===== src/rtl/tp_pkg.sv =====
// rtl/tp_pkg.sv - shared encodings, PRBS taps and seeds for the multi-lane test pattern sender
package tp_pkg;

  typedef enum logic [1:0] {
    MODE_CLOCK   = 2'd0,
    MODE_PRBS7   = 2'd1,
    MODE_PRBS15  = 2'd2,
    MODE_COUNTER = 2'd3
  } mode_t;

  localparam int PRBS7_TAP_HI  = 6;
  localparam int PRBS7_TAP_LO  = 5;
  localparam int PRBS15_TAP_HI = 14;
  localparam int PRBS15_TAP_LO = 13;

  localparam logic [6:0]  PRBS7_SEED  = 7'h7F;
  localparam logic [14:0] PRBS15_SEED = 15'h7FFF;

  // Fibonacci form: the MSB is the transmitted bit, the feedback enters at the LSB.
  function automatic logic [6:0] prbs7_next(input logic [6:0] s);
    return {s[5:0], s[PRBS7_TAP_HI] ^ s[PRBS7_TAP_LO]};
  endfunction

  function automatic logic [14:0] prbs15_next(input logic [14:0] s);
    return {s[13:0], s[PRBS15_TAP_HI] ^ s[PRBS15_TAP_LO]};
  endfunction

  function automatic logic is_prbs(input mode_t m);
    return (m == MODE_PRBS7) || (m == MODE_PRBS15);
  endfunction

endpackage


===== src/rtl/tp_lane.sv =====
// rtl/tp_lane.sv - one serial lane: PRBS7/PRBS15 generators, frame shifter and MSB error inversion
module tp_lane
  import tp_pkg::*;
#(
  parameter int FRAME_W = 16,
  parameter int LANE    = 0
) (
  input  logic               clk,
  input  logic               rst,
  input  logic               step,
  input  logic               load,
  input  mode_t              bit_mode,
  input  logic               reseed,
  input  logic [FRAME_W-1:0] frame_word,
  input  logic               flip,
  output logic               serial
);

  localparam logic [6:0]  SEED7  = PRBS7_SEED ^ 7'(LANE);
  localparam logic [14:0] SEED15 = PRBS15_SEED ^ 15'(LANE);

  logic [6:0]         lfsr7;
  logic [14:0]        lfsr15;
  logic [FRAME_W-1:0] shreg;
  logic [6:0]         cur7;
  logic [14:0]        cur15;
  logic               bit_next;

  // A reseed takes effect on the very bit being emitted, so the seed MSB leads the frame.
  assign cur7  = (reseed && bit_mode == MODE_PRBS7)  ? SEED7  : lfsr7;
  assign cur15 = (reseed && bit_mode == MODE_PRBS15) ? SEED15 : lfsr15;

  always_comb begin
    bit_next = 1'b0;
    case (bit_mode)
      MODE_PRBS7:  bit_next = cur7[6];
      MODE_PRBS15: bit_next = cur15[14];
      default:     bit_next = load ? frame_word[FRAME_W-1] : shreg[FRAME_W-1];
    endcase
    bit_next = bit_next ^ flip;
  end

  always_ff @(posedge clk) begin
    if (rst) begin
      lfsr7  <= SEED7;
      lfsr15 <= SEED15;
      shreg  <= '0;
      serial <= 1'b0;
    end else begin
      serial <= step ? bit_next : 1'b0;
      if (step) begin
        lfsr7  <= prbs7_next(cur7);
        lfsr15 <= prbs15_next(cur15);
      end
      if (load) begin
        shreg <= {frame_word[FRAME_W-2:0], 1'b0};
      end else if (step) begin
        shreg <= {shreg[FRAME_W-2:0], 1'b0};
      end
    end
  end

endmodule


===== src/rtl/multi_test_sender.sv =====
// rtl/multi_test_sender.sv - multi-lane serial test pattern sender (clock, PRBS7, PRBS15, counter)
module multi_test_sender
  import tp_pkg::*;
#(
  parameter int                 NUM_CH    = 4,
  parameter int                 FRAME_W   = 16,
  parameter logic [FRAME_W-1:0] SYNC_WORD = FRAME_W'(16'hA5C3)
) (
  input  logic              clk,
  input  logic              rst,
  input  logic              en,
  input  logic [1:0]        mode,
  input  logic              inject_err,
  input  logic [NUM_CH-1:0] err_ch_mask,
  output logic [NUM_CH-1:0] serial_out,
  output logic              frame_start,
  output logic [1:0]        mode_active,
  output logic              err_done
);

  localparam int CNT_W = $clog2(FRAME_W);

  function automatic logic [FRAME_W-1:0] clock_pattern();
    logic [FRAME_W-1:0] w;
    for (int i = 0; i < FRAME_W; i++) begin
      w[i] = ((FRAME_W - 1 - i) % 2) == 0;
    end
    return w;
  endfunction

  localparam logic [FRAME_W-1:0] CLOCK_WORD = clock_pattern();

  typedef enum logic {ST_IDLE, ST_RUN} state_t;

  state_t             state;
  logic [CNT_W-1:0]   bit_cnt;
  mode_t              mode_q;
  logic [FRAME_W-1:0] cnt_val;
  logic               cnt_odd;
  logic               armed;
  logic [NUM_CH-1:0]  arm_mask;

  mode_t              mode_req;
  logic               last_bit;
  logic               load;
  logic               step;
  logic               reseed;
  logic               counter_entry;
  mode_t              bit_mode;
  logic [FRAME_W-1:0] frame_word;

  assign mode_req      = mode_t'(mode);
  assign last_bit      = bit_cnt == CNT_W'(FRAME_W - 1);
  assign load          = en && (state == ST_IDLE || last_bit);
  assign step          = load || (state == ST_RUN && !last_bit);
  assign reseed        = load && is_prbs(mode_req) && (mode_req != mode_q);
  assign counter_entry = mode_q != MODE_COUNTER;
  assign bit_mode      = load ? mode_req : mode_q;
  assign mode_active   = mode_q;

  // Counter frames alternate sync/value; a fresh entry always opens with the sync word.
  always_comb begin
    frame_word = '0;
    case (mode_req)
      MODE_CLOCK:   frame_word = CLOCK_WORD;
      MODE_COUNTER: frame_word = (counter_entry || cnt_odd) ? SYNC_WORD : cnt_val;
      default:      frame_word = '0;
    endcase
  end

  always_ff @(posedge clk) begin
    if (rst) begin
      state       <= ST_IDLE;
      bit_cnt     <= '0;
      mode_q      <= MODE_CLOCK;
      cnt_val     <= '0;
      cnt_odd     <= 1'b0;
      armed       <= 1'b0;
      arm_mask    <= '0;
      frame_start <= 1'b0;
      err_done    <= 1'b0;
    end else begin
      frame_start <= load;
      err_done    <= load && armed;

      if (step) begin
        state   <= ST_RUN;
        bit_cnt <= load ? '0 : bit_cnt + CNT_W'(1);
      end else begin
        state   <= ST_IDLE;
        bit_cnt <= '0;
      end

      if (load) begin
        mode_q <= mode_req;
        if (mode_req == MODE_COUNTER) begin
          if (counter_entry) begin
            cnt_odd <= 1'b0;
            cnt_val <= '0;
          end else if (!cnt_odd) begin
            cnt_odd <= 1'b1;
          end else begin
            cnt_odd <= 1'b0;
            cnt_val <= cnt_val + FRAME_W'(1);
          end
        end
      end

      // A pulse coinciding with consumption re-arms for the following frame.
      if (load && armed) begin
        armed <= inject_err;
        if (inject_err) arm_mask <= err_ch_mask;
      end else if (!armed && inject_err) begin
        armed    <= 1'b1;
        arm_mask <= err_ch_mask;
      end
    end
  end

  for (genvar i = 0; i < NUM_CH; i++) begin : g_lane
    tp_lane #(
      .FRAME_W (FRAME_W),
      .LANE    (i)
    ) u_lane (
      .clk        (clk),
      .rst        (rst),
      .step       (step),
      .load       (load),
      .bit_mode   (bit_mode),
      .reseed     (reseed),
      .frame_word (frame_word),
      .flip       (load && armed && arm_mask[i]),
      .serial     (serial_out[i])
    );
  end

endmodule


===== config.mk =====
export PLATFORM = sky130hd
export DESIGN_NAME = multi_test_sender
export DESIGN_NICKNAME = d
export VERILOG_FILES = /design/src/rtl/tp_pkg.sv /design/src/rtl/tp_lane.sv /design/src/rtl/multi_test_sender.sv
export SDC_FILE = /design/constraint.sdc
export NUM_CORES = 1
export LEC_CHECK = 0
export ABC_AREA = 1
export CAP_MARGIN = 10
export CELL_PAD_IN_SITES_DETAIL_PLACEMENT = 1
export CELL_PAD_IN_SITES_GLOBAL_PLACEMENT = 1
export CORE_MARGIN = 3
export CORE_UTILIZATION = 35
export CTS_BUF_LIST = sky130_fd_sc_hd__clkbuf_2
export DETAILED_ROUTE_END_ITERATION = 8
export PLACE_DENSITY_LB_ADDON = 0.1
export SLEW_MARGIN = 5
export SYNTH_ARGS = -nofsm -noshare
export SYNTH_HDL_FRONTEND = slang
export SYNTH_HIERARCHICAL = 1
export SYNTH_SLANG_ARGS = --single-unit

===== constraint.sdc =====
create_clock -name clk -period 3 [get_ports clk]
set_input_delay 0.6 -clock clk [delete_from_list [all_inputs] [get_ports clk]]
set_output_delay 0.6 -clock clk [all_outputs]
set_load 0.01 [all_outputs]

* Word-level counts from Yosys, hierarchy flattened
Cells that the tools add are included.
** Operators by class
- Reduce and logical (&&, ||, !) cells :: 27
- $add $sub $neg :: 2
- Bitwise logic cells :: 14
- Mux-type cells :: 37
- Equality and inequality tests :: 9
** Operator list (count)
- 2-to-1 mux 16 bit :: 11
- 2-to-1 mux 15 bit :: 4
- one-hot mux 16 bit (2 select lines) :: 1
- 2-to-1 mux 7 bit :: 4
- adder 16 x 1 -> 16 bit (second input constant) :: 1
- logical AND 1 bit :: 12
- 2-to-1 mux 4 bit :: 3
- XOR 1 bit :: 12
- 2-to-1 mux 1 bit :: 9
- one-hot mux 1 bit (2 select lines) :: 4
- == test 2 bit (second input constant) :: 3
- nonzero test 2 bit :: 3
- adder 4 x 1 -> 4 bit (second input constant) :: 1
- == test 2 x 1 -> 1 bit (second input constant) :: 2
- == test 4 bit (second input constant) :: 1
- logical OR 1 bit :: 4
- != test 2 bit (second input constant) :: 2
- AND reduction 2 bit :: 2
- AND reduction 3 bit :: 1
- OR reduction 3 bit :: 1
- zero test 1 bit :: 2
- zero test 2 bit :: 1
- 2-to-1 mux 2 bit :: 1
- != test 2 bit :: 1
- 2 further kinds :: 3
** Storage, ports and cells
- Word-level logic and storage cells :: 114
- Bits of input ports :: 10
- Output and inout bits :: 8
- Register bits after elaboration :: 183

* Depth between registers and ports, before layout
Gate-level depths: netlist of run 1.
- Depth in word-level cells :: 9
- Mapped depth :: 17

* Modules after synthesis
The synthesis of run 1 kept the hierarchy.
** Modules (own cells, without submodules)
- multi_test_sender :: sequential area each 620.6 µm², area each 1745.4 µm², instances 1, cells each 267
- tp_lane (g_lane[3].u_lane) :: sequential area each 760.7 µm², area each 1611.5 µm², instances 1, cells each 195
- tp_lane (g_lane[2].u_lane) :: sequential area each 760.7 µm², area each 1592.8 µm², instances 1, cells each 186
- tp_lane (g_lane[0].u_lane) :: sequential area each 760.7 µm², area each 1581.5 µm², instances 1, cells each 184
- tp_lane (g_lane[1].u_lane) :: sequential area each 760.7 µm², area each 1508.9 µm², instances 1, cells each 186

* Worst setup path after synthesis of run 1
No wires, ideal clock.
- Kind :: input to register
- From :: in mode[0]
- To :: reg g_lane[2].u_lane.lfsr15[6]
- Setup slack :: 0.473 ns
- Buffers on the path :: 1
- Stages :: 9
- Required time :: 2.941 ns
- Data arrival time :: 2.468 ns
- Cell sequence :: inv_1 -> ha_1 -> inv_1 -> a211oi_1 -> nand2_1 -> nand2_1 -> buf_2 -> o22ai_1 -> nand2_1
** Between the ends
- Cells in the longest elaborated chain, start to end :: 6
- Elaborated cells between the ends (all ways) :: 10
** Ends and longest elaborated chain
- start, declared :: RTL line multi_test_sender.sv:12 : input logic [1:0] mode,
- == test 2 x 1 -> 1 bit / == test 2 bit (equally long branches) :: RTL line tp_pkg.sv:29 : return (m == MODE_PRBS7) || (m == MODE_PRBS15);
- logical OR 1 bit :: RTL line tp_pkg.sv:29
- logical AND 1 bit :: RTL line multi_test_sender.sv:56 : assign reseed = load && is_prbs(mode_req) && (mode_req != mode_q);
- logical AND 1 bit * :: RTL line multi_test_sender.sv:56
- via reseed :: RTL line multi_test_sender.sv:47 : logic reseed;
- logical AND 1 bit * :: RTL line tp_lane.sv:31 : assign cur15 = (reseed && bit_mode == MODE_PRBS15) ? SEED15 : lfsr15;
- 2-to-1 mux 15 bit * :: RTL line tp_lane.sv:31
- end signal, assigned :: RTL line tp_lane.sv:53 : lfsr15 <= prbs15_next(cur15);
- end, declared :: RTL line tp_lane.sv:23 : logic [14:0] lfsr15;
The timed path passes the listed nets; every way through them passes the cells marked *.
A chain may end at the register's enable or synchronous reset.

* Worst setup path in the final report of run 1
- From :: reg bit_cnt[0]
- To :: reg g_lane[2].u_lane.lfsr15[1]
** Between the ends
- Cells in the longest elaborated chain, start to end :: 7
- Elaborated cells between the ends (all ways) :: 12
** Ends and longest elaborated chain
- start, declared :: RTL line multi_test_sender.sv:36 : logic [CNT_W-1:0] bit_cnt;
- start signal, assigned :: RTL line multi_test_sender.sv:88 : bit_cnt <= load ? '0 : bit_cnt + CNT_W'(1);
- == test 4 bit :: RTL line multi_test_sender.sv:53 : assign last_bit = bit_cnt == CNT_W'(FRAME_W - 1);
- logical OR 1 bit :: RTL line multi_test_sender.sv:54 : assign load = en && (state == ST_IDLE || last_bit);
- logical AND 1 bit :: RTL line multi_test_sender.sv:54
- 2-to-1 mux 2 bit
- via bit_mode[1] :: RTL line multi_test_sender.sv:49 : mode_t bit_mode;
- == test 2 bit :: RTL line tp_lane.sv:31
- logical AND 1 bit :: RTL line tp_lane.sv:31
- 2-to-1 mux 15 bit :: RTL line tp_lane.sv:31
The timed path passes the listed nets, and every way through them passes these cells.

==> reports/summary.log, run 1 <==
[status] run status finished, final reports clean
[drt] first-iteration detailed-routing DRC count 342
[grt] Tot GR Track Use 17.5%
[worst_hold_path] launch point of the worst hold path rst
[power] worst-case vdd ir drop 0.203 mV
[placed_design] count of input and output buffers 17
[timing] share of the clock period used by the worst path 86.3%
[cells_and_area] fraction of final layout cells with drive strength greater than 1 12.1%
[worst_hold_path] hold crit path type in2reg
[flow_run] Maximum Capacitance Violations 0
[timing] final hold viol count 0
[power] portion of total power attributed to combinational logic 14.1%
[timing] Clock Skew 0.0423 ns
[logic_synthesis] area of the mapped netlist 0.00804 sq mm
[logic_synthesis] sequential cell area fraction in the yosys report 45.6%
[power] leak pwr 3.58 nW
[timing] Setup violations, final 0
[logic_synthesis] cell count after synthesis 1,018
[logic_synthesis] cell type with the highest aggregate area in the netlist dfxtp_1
[grt] wire length of the first global-routing pass 34.9 mm
[cells_and_area] # nets final 1,055
[clock_network] clock root buffer clkbuf_2
[cells_and_area] Area growth, synth to finish 8.53%
[logic_synthesis] Synth cell types 40
[logic_synthesis] Post-synth top flop dfxtp_1
[floorplan] I/O pin cnt 18
[clock_network] cells resized by post-CTS repair 0
[logic_synthesis] dominant cells by area after synthesis dfxtp_1 (46%), nand2_1 (9.2%), nor2_1 (5.4%)
[timing] final setup TNS 0 ns
[drt] total number of vias 6,826
[power] power density of the placed cells 543 mW/mm^2
[cells_and_area] fillers 2,747
[worst_setup_path] Crit. End Element flip-flop
[power] part of the power in the clock network 30.2%
[worst_hold_path] Worst Hold Endpoint g_lane[0].u_lane/lfsr7[0]
[logic_synthesis] number of synthesized flops with an enable pin 0
[logic_synthesis] share of flip-flops with an asynchronous set or reset after synthesis 0%
[timing] remaining max-slew budget at the tightest pin 59.3%
[drt] via density per instance 5.14
[clock_network] number of setup buffers added after CTS 0
[grt] antenna violations before repair 1
[worst_setup_path] slack of the worst reg-to-reg path 0.41 ns
[worst_setup_path] length in cells of the worst reg-to-reg path 11
[worst_setup_path] worst reg2reg endpoint g_lane[2].u_lane/lfsr15[1]
[grt] Remaining Overflow, GRT 0
[clock_network] TritonCTS buffer count 17
[grt] vias in the first global route 6,852
[worst_setup_path] Crit Reg-Reg Startpoint bit_cnt[0]
[floorplan] Die Footprint 0.0248 sq mm
[logic_synthesis] synthesized area per cell 7.90 sq um
[clock_network] H-tree level count 4
[worst_setup_path] launching element type of the critical path flip-flop
[cells_and_area] fin cells 1,327
[logic_synthesis] flop and latch count out of synthesis 183
[power] sequential cell fraction of total power 55.7%
[power] Power, Total 4.74 mW
[floorplan] width of the die 158 microns
[power] Int Power 3.30 mW
[clock_network] buffers from clock root to sink, at most 2
[clock_network] CTS clk-pin slew, worst paths 0.29 ns
[drt] routed len/inst 15.7 microns
[worst_setup_path] data arrival at the endpoint of the critical path 3.26 ns
[cells_and_area] fin util 39.3%
[placed_design] hpwl dp 14.0 mm
[power] Switching Share 30.2%
[logic_synthesis] post-synth net total 1,040
[floorplan] initial core utilization 36.2%
[floorplan] Site Rows 54
[worst_setup_path] data required time at the worst endpoint 3.67 ns
[placed_design] placer congestion estimate 0.775
[drt] drt drc 0
[logic_synthesis] proportion of netlist area held by the largest area contributor 45.6%
[clock_network] insertion delay to the later sink of the worst-skew pair 0.76 ns
[timing] Min Clock Period, post-route 2.59 ns
[logic_synthesis] total of warnings raised by yosys 6
[drt] number of optimization iterations in the first detailed-route pass 6
[worst_setup_path] crit path max fanout 12
[floorplan] vertical die dimension 158 microns
[timing] slew at the pin closest to its max-slew limit 0.604 ns
[worst_hold_path] Min-Delay Path Depth 3
[timing] maximum clock frequency 0.386 GHz
[grt] maximum number of pins on one net before global-route repair 73
[placed_design] number of cells in the design after placement 1,294
[clock_network] clock tree from TritonCTS done
[drt] routed wire length 20.8 mm
[power] power spent charging and discharging nets 1.43 mW
[drt] residual antenna-violating net count after detailed routing 0
[timing] unrepaired setup endpoints after global routing no
[clock_network] number of clock sinks seen by CTS 183
[floorplan] core area 0.0222 sq mm
[clock_network] hold buffer count at cts 0
[timing] pins over their slew limit 0
[worst_setup_path] Crit Path Class reg2reg
==> worst max-delay path, stage by stage (launching register included) <==
cell	delay, ns
dfxtp_1	0.44
ha_1	0.21
nand3_2	0.12
nand2_4	0.12
nand2_2	0.07
buf_4	0.16
o21ai_1	0.19
inv_1	0.19
ha_1	0.24
nand2_1	0.13
nand2_1	0.28
o221a_2	0.34
==> metrics by stage <==
| step | hold slack [ns] | cell area, sq um | setup slack, ns |
|---|---|---|---|
| global route | 0.214 | 8730 | 0.112 |
| floorplan | 0.418 | 8040 | 0.473 |
| CTS | 0.220 | 8720 | 0.342 |
| finish | 0.314 | 8730 | 0.411 |
| detailed placement | 0.457 | 8450 | 0.136 |
| global placement | 0.434 | 8450 | 0.160 |
==> metal layers <==
layer / share of wire [%] / global-route usage, % / vias up
met5: 0 / 0 / -
met4: 1.2 / 4.26 / 0
met3: 2.3 / 3.30 / 17
met2: 45 / 29.2 / 47
met1: 51 / 23.4 / 3284
li1: - / - / 3478
==> cell families (layout without fill, tap and decap cells) <==
kind of cell    Yosys count  count (layout)  share of synthesized area, %
xor+xnor                  4               4                         0.436
buf+inv                 151             179                          9.66
flops                   183             183                          45.6
other cells               0               1                             0
compound gates          245             245                          19.4
simple gates            423             423                          23.1
fa+ha+maj                12              12                          1.87
==> sequential cells by signal (all words and copies together) (netlist names) <==
register	cells
arm_mask	4
armed	1
bit_cnt	4
cnt_odd	1
cnt_val	16
err_done	1
frame_start	1
g_lane.u_lane/lfsr15	60
g_lane.u_lane/lfsr7	28
g_lane.u_lane/serial	4
g_lane.u_lane/shreg	60
mode_active	2
state	1
==> cell type report <==
cell class                      count  area [sq um]  share of cell area, %
Clock buffer                       17          85.1                  0.975
Antenna cell                        1          2.50                 0.0287
Tap cell                          280           350                   4.01
Multi-Input combinational cell    684          3610                   41.4
Inverter                           95           382                   4.37
Sequential cell                   183          3660                   42.0
Clock inverter                     15           190                   2.18
Timing Repair Buffer               52           440                   5.05
==> synth_stat cells (4+ instances only) <==
cell type,number
buf_2,25
a211oi_2,4
o221ai_1,22
o221ai_2,9
nor2_1,115
inv_1,76
buf_4,14
o22ai_1,62
o21ai_1,6
nand3_1,35
o31ai_1,4
dfxtp_1,183
o21ai_0,61
nor3_1,43
nand4_1,6
buf_6,12
ha_1,12
o211ai_1,8
inv_2,14
a21oi_1,63
nor3_2,8
clkbuf_1,4
nand2_1,198
nand2_2,5
==> worst max-delay path by stage <==
stage                           from                    endpoint  slack, ns  depth (start not counted)
final                     bit_cnt[0]  g_lane[2].u_lane/lfsr15[1]       0.41                         11
after global routing      bit_cnt[0]  g_lane[1].u_lane/lfsr15[2]       0.11                         14
after CTS                 bit_cnt[0]  g_lane[2].u_lane/lfsr15[1]       0.34                         11
after detailed placement          en  g_lane[2].u_lane/lfsr15[1]       0.14                          9
after global placement            en  g_lane[2].u_lane/lfsr15[1]       0.16                          9
after floorplan              mode[0]  g_lane[2].u_lane/lfsr15[6]       0.47                          9
==> power by group through the flow <==
stage	logic [mW]	clock network [mW]	registers [mW]
after global routing	0.761	1.62	2.66
after global placement	0.667	0	2.68
after detailed placement	0.675	0	2.69
after floorplan	0.508	0	2.67
after CTS	0.678	1.51	2.64
final	0.668	1.43	2.64
==> cells in the final DEF, fill, tap and decap left out, types with 34 or more instances in the layout <==
cell	instances
o21ai_0	61
nand3_1	35
nor2_1	115
inv_1	76
o22ai_1	62
a21oi_1	63
dfxtp_1	183
buf_4	34
nand2_1	197
nor3_1	43
Power figures use the tool's default switching activity.
==> inputs of run 2 (changes only) <==
--- a/config.mk
+++ b/config.mk
@@ -6,15 +6,15 @@
 export NUM_CORES = 1
 export LEC_CHECK = 0
 export ABC_AREA = 1
-export CAP_MARGIN = 10
+export CAP_MARGIN = 30
 export CELL_PAD_IN_SITES_DETAIL_PLACEMENT = 1
 export CELL_PAD_IN_SITES_GLOBAL_PLACEMENT = 1
 export CORE_MARGIN = 3
 export CORE_UTILIZATION = 35
-export CTS_BUF_LIST = sky130_fd_sc_hd__clkbuf_2
+export CTS_BUF_LIST = sky130_fd_sc_hd__clkbuf_16
 export DETAILED_ROUTE_END_ITERATION = 8
 export PLACE_DENSITY_LB_ADDON = 0.1
-export SLEW_MARGIN = 5
+export SLEW_MARGIN = 10
 export SYNTH_ARGS = -nofsm -noshare
 export SYNTH_HDL_FRONTEND = slang
 export SYNTH_HIERARCHICAL = 1
==> reports/summary.log, run 2 (synthesis gave the netlist of run 1 again) <==
[status] run status finished, final reports clean
[cells_and_area] largest registers g_lane.u_lane/lfsr15 x60, g_lane.u_lane/shreg x60, g_lane.u_lane/lfsr7 x28
[floorplan] Site Rows 54
[clock_network] number of setup buffers added after CTS 0
[cells_and_area] # nets final 1,055
[worst_hold_path] Min-Delay Path Depth 1
[floorplan] initial core utilization 36.2%
[drt] residual antenna-violating net count after detailed routing 0
[worst_setup_path] crit path max fanout 12
[floorplan] width of the die 158 microns
[grt] Tot GR Track Use 17.8%
[worst_setup_path] worst reg2reg endpoint g_lane[2].u_lane/lfsr15[1]
[worst_hold_path] hold crit path type reg2reg
[cells_and_area] fin util 40.8%
[worst_setup_path] Crit. End Element flip-flop
[clock_network] CTS clk-pin slew, worst paths 0.07 ns
[worst_setup_path] length in cells of the worst reg-to-reg path 11
[timing] remaining max-slew budget at the tightest pin 60.0%
[cells_and_area] fraction of final layout cells with drive strength greater than 1 12.1%
[floorplan] core area 0.0222 sq mm
[clock_network] clock tree from TritonCTS done
[clock_network] clock root buffer clkbuf_16
[timing] Setup violations, final 0
[worst_setup_path] Crit Reg-Reg Startpoint bit_cnt[0]
[clock_network] H-tree level count 4
[power] leak pwr 3.72 nW
[worst_setup_path] launching element type of the critical path flip-flop
[cells_and_area] Diodes inserted 0
[clock_network] number of clock sinks seen by CTS 183
[timing] final hold viol count 0
[drt] top metal layer carrying routed signals met4
[cells_and_area] leading cell type in the layout, fill and taps excluded nand2_1
[drt] via density per instance 5.18
[clock_network] TritonCTS buffer count 17
[grt] maximum number of pins on one net before global-route repair 73
[worst_setup_path] slack of the worst reg-to-reg path 0.46 ns
[drt] number of optimization iterations in the first detailed-route pass 4
[floorplan] vertical die dimension 158 microns
[drt] routed len/inst 15.9 microns
[worst_setup_path] data arrival at the endpoint of the critical path 2.86 ns
[drt] first-iteration detailed-routing DRC count 319
[flow_run] Maximum Capacitance Violations 0
[timing] slew at the pin closest to its max-slew limit 0.593 ns
[grt] Remaining Overflow, GRT 0
[worst_setup_path] data required time at the worst endpoint 3.32 ns
[drt] drt drc 0
[placed_design] hpwl dp 14.0 mm
[grt] wire length of the first global-routing pass 35.6 mm
[floorplan] Die Footprint 0.0248 sq mm
[worst_hold_path] Worst Hold Endpoint bit_cnt[0]
[timing] final setup TNS 0 ns
[placed_design] count of input and output buffers 17
[worst_setup_path] Crit Path Class reg2reg
[clock_network] insertion delay to the later sink of the worst-skew pair 0.43 ns
[timing] share of the clock period used by the worst path 84.7%
[timing] pins over their slew limit 0
[drt] routed length on met1 10.3 mm
[timing] unrepaired setup endpoints after global routing no
[grt] antenna violations before repair 0
[drt] routed wire length 21.1 mm
[cells_and_area] fin cells 1,326
[drt] total number of vias 6,869
[cells_and_area] fillers 2,709
[worst_hold_path] launch point of the worst hold path bit_cnt[0]
[drt] routed length on met2 10.0 mm
[placed_design] placer congestion estimate 0.775
[floorplan] I/O pin cnt 18
[drt] total met3 wirelength after detailed routing 457 microns
[clock_network] hold buffer count at cts 0
[cells_and_area] most used cells in the layout excluding fill and tap cells nand2_1 (197), dfxtp_1 (183), nor2_1 (115)
[clock_network] cells resized by post-CTS repair 0
[timing] Min Clock Period, post-route 2.54 ns
[power] power density of the placed cells 627 mW/mm^2
[clock_network] buffers from clock root to sink, at most 2
[grt] vias in the first global route 6,957
[placed_design] number of cells in the design after placement 1,294
[power] worst-case vdd ir drop 0.362 mV
[cells_and_area] Area growth, synth to finish 12.7%
[timing] Clock Skew 0.0119 ns
[timing] maximum clock frequency 0.394 GHz
[run 2: worst max-delay path, stage by stage, from the launching register on]
cell     delay, ns
dfxtp_1       0.37
ha_1          0.21
nand3_2       0.12
nand2_4       0.12
nand2_2       0.07
buf_4         0.16
o21ai_1       0.19
inv_1         0.20
ha_1          0.24
nand2_1       0.12
nand2_1       0.28
o221a_2       0.34
[run 2: how the worst max path moves through the flow]
stage | end | slack (ns) | cells after the start | start
5_1_grt | g_lane[1].u_lane/lfsr15[2] | 0.17 | 14 | bit_cnt[0]
2_1_floorplan | g_lane[2].u_lane/lfsr15[6] | 0.47 | 9 | mode[0]
4_1_cts | g_lane[2].u_lane/lfsr15[1] | 0.40 | 11 | bit_cnt[0]
6_report | g_lane[2].u_lane/lfsr15[1] | 0.46 | 11 | bit_cnt[0]
3_5_place_dp | g_lane[2].u_lane/lfsr15[1] | 0.14 | 9 | en
3_3_place_gp | g_lane[2].u_lane/lfsr15[1] | 0.16 | 9 | en
[run 2: cell type report]
class | instances | area (sq um) | share of cell area, %
inverters | 95 | 382 | 4.21
multi-input cells | 684 | 3610 | 39.9
clock buffers | 17 | 425 | 4.69
well taps | 280 | 350 | 3.87
clock inverters | 15 | 190 | 2.10
flip-flops and latches | 183 | 3660 | 40.4
repair buffers | 52 | 440 | 4.86
[run 2: where the power goes]
| group | total (mW) | internal [mW] | switching [mW] |
|---|---|---|---|
| Sequential | 2.63 | 2.56 | 0.0724 |
| Clock | 2.38 | 1.34 | 1.04 |
| Combinational | 0.670 | 0.244 | 0.425 |
| Total | 5.68 | 4.14 | 1.54 |
[run 2: routing by layer]
| layer | vias to the layer above | track usage, % |
|---|---|---|
| li1 | 3484 | - |
| met1 | 3324 | 23.6 |
| met2 | 42 | 30.3 |
| met3 | 19 | 2.89 |
| met4 | 0 | 4.50 |
| met5 | - | 0 |
[run 2: metrics by stage]
| stage | power (mW) | cell area (sq um) | setup slack (ns) | hold slack, ns |
|---|---|---|---|---|
| 2_1_floorplan | 3.18 | 8040 | 0.473 | 0.418 |
| 3_3_place_gp | 3.35 | 8450 | 0.160 | 0.434 |
| 3_5_place_dp | 3.36 | 8450 | 0.136 | 0.457 |
| 4_1_cts | 5.78 | 9060 | 0.399 | 0.472 |
| 5_1_grt | 5.98 | 9060 | 0.172 | 0.487 |
| 6_report | 5.68 | 9060 | 0.460 | 0.464 |
==> variant: new RTL, flow settings as in run 2 <==
Reset style: asynchronous (`rst`), changed in 2 clocked blocks.
--- a/src/rtl/tp_lane.sv
+++ b/src/rtl/tp_lane.sv
@@ -41,5 +41,5 @@
   end
 
-  always_ff @(posedge clk) begin
+  always_ff @(posedge clk or posedge rst) begin
     if (rst) begin
       lfsr7  <= SEED7;
--- a/src/rtl/multi_test_sender.sv
+++ b/src/rtl/multi_test_sender.sv
@@ -69,5 +69,5 @@
   end
 
-  always_ff @(posedge clk) begin
+  always_ff @(posedge clk or posedge rst) begin
     if (rst) begin
       state       <= ST_IDLE;
Behaviour: differs if rst is asserted again (counterexample within 4 cycles, from zero or initial values and one cycle with rst high); with rst held inactive, the same outputs for 10 cycles.
==> variant against run 2 <==
Final cell count is 2.9% higher. Worst setup slack improved by 0.074 ns. Final area grew 11%. Routed wire length grew 3.6%. Synthesized area is 9.2% higher. Sequential cell count did not move. Sequential share of layout area up 6.2 points.
Power is not compared: it rests on default switching activity, and its combinational part moved more than twofold at a synthesized area within 25%.
==> variant: results <==
{
  "h-tree-depth": 4,
  "synth_cell_types": 35,
  "crit_path_top_delay_cell": "nor3_1",
  "dr_wl_met3_um": 372,
  "initialDrtViolationCount": 393,
  "vias": 6678,
  "grt_pass1_vias": 6870,
  "cp.arrival_ns": 2.83,
  "drive_gt1_frac": 0.202,
  "critPathMaxStageDelay_ns": 0.67,
  "synth_common_cells": "136 x inv_1, 134 x nor2_1, 127 x o21ai_0, 107 x nand2_1, 103 x dfrtp_1",
  "wl_per_cell_um": 16.0,
  "power.leakage_nw": 4.66,
  "max-slew-margin-rel": 0.541,
  "nets": 1049,
  "grt_max_degree": 59,
  "async_flop_share": 1.00,
  "netlist_top_cells_area": "dfrtp_1 29%, dfstp_2 24%, o21ai_0 7.2%",
  "wl_met2_mm": 10.0,
  "gr-usage-all-layers": 0.173,
  "skew_ns": 0.0176,
  "status": "finished, final reports clean",
  "gp_congestion": 0.763,
  "yosysSeqAreaShare": 0.533,
  "synthFlopType": "dfrtp_1",
  "grt_pass1_wl_mm": 36.8
}
-- variant: area by class of cell --
type / instances / area, um2
inverter: 140 / 526
multi-input combinational: 628 / 3310
clock buffer: 17 / 425
timing repair buffer: 57 / 533
tap: 324 / 405
sequential: 183 / 4680
clock inverter: 15 / 158
fill: 2828 / 14400
-- variant: per-stage QoR --
stage,instance area (um2),worst slack (ns),power [W],instances
detailed placement,9450,0.0194,0.00762,1332
global placement,9450,0.0387,0.00753,1332
floorplan,8780,0.282,0.00674,995
global route,10000,0.286,0.0107,1364
CTS,10000,0.489,0.00998,1364
finish,10000,0.534,0.00984,1364
-- variant: final timing paths --
path | startpoint | endpoint | slack, ns | depth (start not counted)
max | mode[0] | g_lane[0].u_lane/shreg[5] | 0.53 | 8
max reg2reg | bit_cnt[0] | g_lane[2].u_lane/lfsr7[6] | 0.60 | 14
min in group asynchronous | rst | g_lane[1].u_lane/shreg[6] | 0.73 | 3
min reg2reg | bit_cnt[0] | bit_cnt[0] | 0.47 | 1
min | bit_cnt[0] | bit_cnt[0] | 0.47 | 1
max in group asynchronous | rst | g_lane[3].u_lane/lfsr15[14] | 1.61 | 3
-- variant: kinds of logic (layout without fill, tap and decap cells) --
family	count (synthesis)	after routing	share of synthesized area
buffers and inverters	184	229	0.0920
flip-flops	183	183	0.533
AND/OR/NAND/NOR	319	319	0.157
AO/OA/AOI/OAI	289	289	0.193
XOR/XNOR	8	8	0.00798
adder cells (fa/ha/maj)	12	12	0.0171
-- variant: metal layers --
layer  vias up  track usage
met2        49        0.277
met5         -            0
met1      3278        0.246
met3        12       0.0291
li1       3339            -
met4         0       0.0412
-- variant: worst max-delay path, delay by kind of cell --
kind                     cells  cell delay, ns
AND/OR/NAND/NOR              3            1.08
buffers and inverters        3            0.70
adder cells (fa/ha/maj)      1            0.28
AO/OA/AOI/OAI                1            0.17
-- variant: power breakdown --
part | leakage [nW] | total, W | switching [W] | internal, W
Clock | 0.289 | 0.00228 | 0.00109 | 0.00119
Sequential | 2.16 | 0.00441 | 0.000510 | 0.00390
Combinational | 2.20 | 0.00314 | 0.00187 | 0.00128
